`config.mk`:
```
export PLATFORM = sky130hd
export DESIGN_NAME = fetch_unit_flat
export DESIGN_NICKNAME = d
export VERILOG_FILES = /design/src/rtl/fetch_unit_if.sv /design/src/rtl/fetch_unit.sv /design/src/flat_wrapper.sv
export SDC_FILE = /design/constraint.sdc
export NUM_CORES = 1
export LEC_CHECK = 0
export ABC_CLOCK_PERIOD_IN_PS = 3400
export BUFFER_PORTS_ARGS = -buffer_cell sky130_fd_sc_hd__buf_2
export CORE_MARGIN = 5
export CORE_UTILIZATION = 30
export CTS_CLUSTER_DIAMETER = 200
export CTS_CLUSTER_SIZE = 40
export DETAILED_ROUTE_END_ITERATION = 12
export SYNTH_ARGS = -nofsm -noshare
export SYNTH_HDL_FRONTEND = slang
export SYNTH_SLANG_ARGS = --single-unit
```
`constraint.sdc`:
```
create_clock -name clock -period 3.4 [get_ports clock]
set_input_delay 1.02 -clock clock [delete_from_list [all_inputs] [get_ports clock]]
set_output_delay 1.02 -clock clock [all_outputs]
set_load 0.02 [all_outputs]
```
`src/rtl/fetch_unit_if.sv`:
```
// Instruction-fetch bus between the sequencer/memory side (master) and fetch_unit (slave).
interface fetch_unit_if;
  logic        inst_wr;
  logic        decoder_en;
  logic [1:0]  pc_op;
  logic        flag;
  logic [15:0] imem_data;
  logic [15:0] imem_addr;
  logic [3:0]  opcode;
  logic [3:0]  rD_sel;
  logic [3:0]  rA_sel;
  logic [3:0]  rB_sel;
  logic [7:0]  imm;
  logic        stack_err;

  modport master (
    output inst_wr, decoder_en, pc_op, flag, imem_data,
    input  imem_addr, opcode, rD_sel, rA_sel, rB_sel, imm, stack_err
  );

  modport slave (
    input  inst_wr, decoder_en, pc_op, flag, imem_data,
    output imem_addr, opcode, rD_sel, rA_sel, rB_sel, imm, stack_err
  );
endinterface

```
`src/rtl/fetch_unit.sv`:
```
// PC, instruction register and latched decode fields for a 16-bit core.
// Define RETURN_STACK_EN to add a 4-entry CALL/RET return-address stack.
module fetch_unit (
  input  logic        clock,
  input  logic        reset,
  fetch_unit_if.slave bus
);
  localparam logic [3:0] OP_CALL = 4'hD;
  localparam logic [3:0] OP_RET  = 4'hE;

  logic [15:0] pc_q, pc_d;
  logic [15:0] ir_q, ir_d;
  logic [3:0]  opcode_q, opcode_d;
  logic [3:0]  rd_q, rd_d;
  logic [3:0]  ra_q, ra_d;
  logic [3:0]  rb_q, rb_d;
  logic [7:0]  imm_q, imm_d;
  logic [15:0] pc_inc;
  logic [15:0] pc_br;

  assign pc_inc = pc_q + 16'd1;
  assign pc_br  = pc_q + {{8{imm_q[7]}}, imm_q};

`ifdef RETURN_STACK_EN
  // Circular buffer: sp_q is the next write slot, cnt_q the live entries (0..4).
  logic [15:0] stk_q [4];
  logic [15:0] stk_d [4];
  logic [1:0]  sp_q, sp_d;
  logic [2:0]  cnt_q, cnt_d;
  logic        err_q, err_d;
`endif

  always_comb begin
    pc_d     = pc_q;
    ir_d     = ir_q;
    opcode_d = opcode_q;
    rd_d     = rd_q;
    ra_d     = ra_q;
    rb_d     = rb_q;
    imm_d    = imm_q;
`ifdef RETURN_STACK_EN
    stk_d = stk_q;
    sp_d  = sp_q;
    cnt_d = cnt_q;
    err_d = err_q;
`endif

    if (bus.inst_wr) ir_d = bus.imem_data;

    // Fields come from the pre-edge IR, giving the fetch-then-decode pipeline.
    if (bus.decoder_en) begin
      opcode_d = ir_q[15:12];
      rd_d     = ir_q[11:8];
      ra_d     = ir_q[7:4];
      rb_d     = ir_q[3:0];
      imm_d    = ir_q[7:0];
    end

    case (bus.pc_op)
      2'b00: pc_d = pc_q;
      2'b01: pc_d = pc_inc;
      2'b10: begin
`ifdef RETURN_STACK_EN
        if (opcode_q == OP_CALL) begin
          stk_d[sp_q] = pc_inc;
          sp_d        = sp_q + 2'd1;
          pc_d        = pc_br;
          if (cnt_q == 3'd4) err_d = 1'b1;
          else               cnt_d = cnt_q + 3'd1;
        end else if (opcode_q == OP_RET) begin
          if (cnt_q == 3'd0) begin
            pc_d  = pc_inc;
            err_d = 1'b1;
          end else begin
            pc_d  = stk_q[sp_q - 2'd1];
            sp_d  = sp_q - 2'd1;
            cnt_d = cnt_q - 3'd1;
          end
        end else begin
          pc_d = bus.flag ? pc_br : pc_inc;
        end
`else
        pc_d = bus.flag ? pc_br : pc_inc;
`endif
      end
      2'b11: pc_d = 16'h0000;
    endcase
  end

  always_ff @(posedge clock or negedge reset) begin
    if (!reset) begin
      pc_q     <= 16'h0000;
      ir_q     <= 16'h0000;
      opcode_q <= 4'h0;
      rd_q     <= 4'h0;
      ra_q     <= 4'h0;
      rb_q     <= 4'h0;
      imm_q    <= 8'h00;
    end else begin
      pc_q     <= pc_d;
      ir_q     <= ir_d;
      opcode_q <= opcode_d;
      rd_q     <= rd_d;
      ra_q     <= ra_d;
      rb_q     <= rb_d;
      imm_q    <= imm_d;
    end
  end

`ifdef RETURN_STACK_EN
  always_ff @(posedge clock or negedge reset) begin
    if (!reset) begin
      for (int i = 0; i < 4; i++) stk_q[i] <= 16'h0000;
      sp_q  <= 2'd0;
      cnt_q <= 3'd0;
      err_q <= 1'b0;
    end else begin
      stk_q <= stk_d;
      sp_q  <= sp_d;
      cnt_q <= cnt_d;
      err_q <= err_d;
    end
  end

  assign bus.stack_err = err_q;
`else
  assign bus.stack_err = 1'b0;
`endif

  assign bus.imem_addr = pc_q;
  assign bus.opcode    = opcode_q;
  assign bus.rD_sel    = rd_q;
  assign bus.rA_sel    = ra_q;
  assign bus.rB_sel    = rb_q;
  assign bus.imm       = imm_q;
endmodule

```
`src/flat_wrapper.sv`:
```
// flat-port wrapper written by rule: the top's interface ports become plain ports
module fetch_unit_flat 
  (clock, reset, bus_inst_wr, bus_decoder_en, bus_pc_op, bus_flag, bus_imem_data, bus_imem_addr, bus_opcode, bus_rD_sel, bus_rA_sel, bus_rB_sel, bus_imm, bus_stack_err);
  fetch_unit_if bus_i ();
  input  logic clock;
  input  logic reset;
  input wire logic [$bits(bus_i.inst_wr)-1:0] bus_inst_wr;
  input wire logic [$bits(bus_i.decoder_en)-1:0] bus_decoder_en;
  input wire logic [$bits(bus_i.pc_op)-1:0] bus_pc_op;
  input wire logic [$bits(bus_i.flag)-1:0] bus_flag;
  input wire logic [$bits(bus_i.imem_data)-1:0] bus_imem_data;
  output wire logic [$bits(bus_i.imem_addr)-1:0] bus_imem_addr;
  output wire logic [$bits(bus_i.opcode)-1:0] bus_opcode;
  output wire logic [$bits(bus_i.rD_sel)-1:0] bus_rD_sel;
  output wire logic [$bits(bus_i.rA_sel)-1:0] bus_rA_sel;
  output wire logic [$bits(bus_i.rB_sel)-1:0] bus_rB_sel;
  output wire logic [$bits(bus_i.imm)-1:0] bus_imm;
  output wire logic [$bits(bus_i.stack_err)-1:0] bus_stack_err;
  assign bus_i.inst_wr = bus_inst_wr;
  assign bus_i.decoder_en = bus_decoder_en;
  assign bus_i.pc_op = bus_pc_op;
  assign bus_i.flag = bus_flag;
  assign bus_i.imem_data = bus_imem_data;
  assign bus_imem_addr = bus_i.imem_addr;
  assign bus_opcode = bus_i.opcode;
  assign bus_rD_sel = bus_i.rD_sel;
  assign bus_rA_sel = bus_i.rA_sel;
  assign bus_rB_sel = bus_i.rB_sel;
  assign bus_imm = bus_i.imm;
  assign bus_stack_err = bus_i.stack_err;
  fetch_unit u_core (.clock(clock), .reset(reset), .bus(bus_i));
endmodule
```
==> impl_metrics.py <==
metrics = {
    "synth": {
        "postSynthRegisterBits": 48,
        "synth_top_area_cell": "dfrtp_1",
        "synthTopCellsByArea": "dfrtp_1 35%, mux2_2 11%, ha_1 5.9%, a21oi_1 4.0%, o21ai_0 3.2%",
        "synth.top_cell.area_share": 0.355,
        "syn-num-nets": 402,
        "synth_area_per_cell_um2": 9.36,
        "synth.cell_area_um2": 3390,
        "synth_edf_count": 0,
        "synthFlopType": "dfrtp_1",
        "yosysSeqAreaShare": 0.355,
        "ys_async_sr_fraction": 1.00,
        "ys.warnings.count": 0,
        "yosysUniqueCellTypes": 63,
        "synth_cells": 362,
    },
    "cts": {
        "clkLatencyLatePin_ps": 290,
        "clock_sinks": 48,
        "cts_setup_buffers": 0,
        "ctsHoldBuffers": 0,
        "cts-resized-gates": 0,
        "clockBufferDepth": 2,
        "clk_pin_slew_ps": 70,
        "numCtsBuffers": 5,
        "tritoncts": "built",
        "root_buffer": "clkbuf_16",
        "cts_max_level": 2,
    },
    "power": {
        "switching_share": 0.416,
        "powerDensity_nw_per_um2": 688,
        "power_frac_comb": 0.431,
        "p_int_mw": 1.59,
        "seqPwrFrac": 0.330,
        "switching_power_mw": 1.13,
        "clkPwrFrac": 0.239,
        "peakVddDrop_mv": 0.312,
        "finalPower_mw": 2.72,
        "leakagePower_nw": 1.77,
    },
    "worst_setup_path": {
        "reg2regPathDepth": 9,
        "cp_data_arrival_time_ps": 2860,
        "startpoint": "u_core.bus.imem_addr[0]",
        "start_kind": "flop",
        "critical_path_class": "reg2reg",
        "rrSetupSlack_ps": 710,
        "end_kind": "flop",
        "r2r-end": "u_core.bus.imem_addr[14]",
        "worstPathRequired_ps": 3570,
        "crit_fanout": 8,
        "timing.rr.start": "u_core.bus.imem_addr[0]",
    },
    "die": {
        "start_util": 0.310,
        "fp-row-count": 38,
        "die_area_um2": 13500,
        "die_h_um": 116,
        "die_w_um": 116,
        "core_region_area_um2": 10900,
        "io_pins": 64,
    },
    "sta": {
        "min_period_ps": 2690,
        "period_share": 0.792,
        "slew_headroom": 0.592,
        "drv_slew": 0,
        "finalHoldViolCount": 0,
        "worst_slew_pin_slew_ps": 612,
        "max_freq_ghz": 0.371,
        "grt_setup_unrepaired": "false",
        "setup_tns_ps": 0,
        "finalSetupViolCount": 0,
        "skew_ps": 4.71,
    },
    "global_route": {
        "grt_max_degree": 37,
        "grt_usage": 0.131,
        "grt_pass1_vias": 2744,
        "grt_pass1_wl_um": 14200,
        "antenna_found_initial": 0,
        "grt-ovfl-total": 0,
    },
    "place": {
        "dp_hpwl_um": 6560,
        "dp_cells": 540,
        "post_dp_cell_area_um2": 3760,
        "port_buffers": 62,
        "gp_congestion": 0.883,
    },
    "hold_path": {
        "min_from": "u_core.ir_q[1]",
        "holdPathEnd": "u_core.bus.imm[1]",
        "hold_path_class": "reg2reg",
        "hold_depth": 2,
    },
    "detailed_routing": {
        "drcViolationCount": 0,
        "firstDrtPassIters": 4,
        "vias_per_cell": 5.34,
        "wl_per_cell_um": 15.9,
        "drtAntennaViolNets": 0,
        "drtIter0Drc": 151,
        "wl_um": 8690,
        "num_vias": 2924,
    },
    "final_layout": {
        "stdcell_count": 548,
        "final_cell_mix": "62 x buf_2, 48 x dfrtp_1, 32 x mux2_2",
        "final_common_cell": "buf_2",
        "syn2layout_area_growth_pct": 16.6,
        "fin_util": 0.361,
        "antenna_cells": 0,
        "final_layout_size_suffix_gt1_frac": 0.289,
        "layout.nets": 447,
        "final_area_um2": 3950,
    },
    "run_status": {
        "outcome": "complete, no violations",
    },
    "flow_run": {
        "max_cap_violations": 0,
    },
}
worst max-delay path: stages (launching register included):
cell and delay, ps:
dfrtp_1 510, ha_1 240, inv_1 60, fa_1 400, nor2b_1 180, o2111ai_1 170
a21oi_1 330, o31ai_1 160, a31o_2 250, or3_1 290
layer usage:
layer  track usage  routed length (µm)  vias to the layer above
met5             0                   0                        -
met4        0.0286                  73                        0
met3        0.0280                 550                        8
met2         0.204                4050                       91
met1         0.187                4020                     1401
li1              -                   -                     1424
logic make-up after synthesis:
logic type | share of synthesized area
AO/OA/AOI/OAI | 0.195
AND/OR/NAND/NOR | 0.179
adder cells (fa/ha/maj) | 0.0650
flip-flops | 0.355
other | 0.00111
XOR/XNOR | 0.0258
buffers and inverters | 0.0554
multiplexers | 0.124
synthesized netlist by cell type, drive strengths merged, types with 7 or more instances:
cell type and n:
o21ai 23, nor2b 7, ha 16, mux2 32, nand3 14, clkbuf 11
a21oi 28, nor3 9, nor2 20, nand2 28, buf 16, dfrtp 48
inv 13
power by group through the flow:
stage | combinational (mW) | clock [mW] | sequential (mW)
floorplan | 0.764 | 0 | 0.957
global placement | 1.15 | 0 | 0.903
detailed placement | 1.17 | 0 | 0.904
CTS | 1.18 | 0.663 | 0.895
global route | 1.29 | 0.692 | 0.921
finish | 1.17 | 0.650 | 0.897
registers in the layout (all words and copies together), names as in the netlist:
name	cells
u_core.bus.imem_addr	16
u_core.ir_q	16
u_core.bus.imm	8
u_core.bus.opcode	4
u_core.bus.rD_sel	4
per-stage QoR:
stage          setup slack (ps)  hold slack [ps]
2_1_floorplan               966              446
3_3_place_gp                750              467
3_5_place_dp                725              479
4_1_cts                     732              491
5_1_grt                     540              509
6_report                    708              485
worst max path at each step:
stage,endpoint,cells past startpoint
6_report,u_core.bus.imem_addr[14],9
5_1_grt,u_core.bus.imem_addr[14],9
4_1_cts,u_core.bus.imem_addr[14],9
3_5_place_dp,u_core.bus.imem_addr[12],6
3_3_place_gp,u_core.bus.imem_addr[12],6
2_1_floorplan,u_core.bus.imem_addr[14],9
final cells by class:
type / instances / area [µm²]
Fill cell: 1114 / 6980
Clock inverter: 3 / 68.8
Clock buffer: 5 / 125
Sequential cell: 48 / 1200
Inverter: 13 / 48.8
Tap cell: 140 / 175
Timing Repair Buffer: 65 / 333
Multi-Input combinational cell: 274 / 2000
Power figures use the tool's default switching activity.
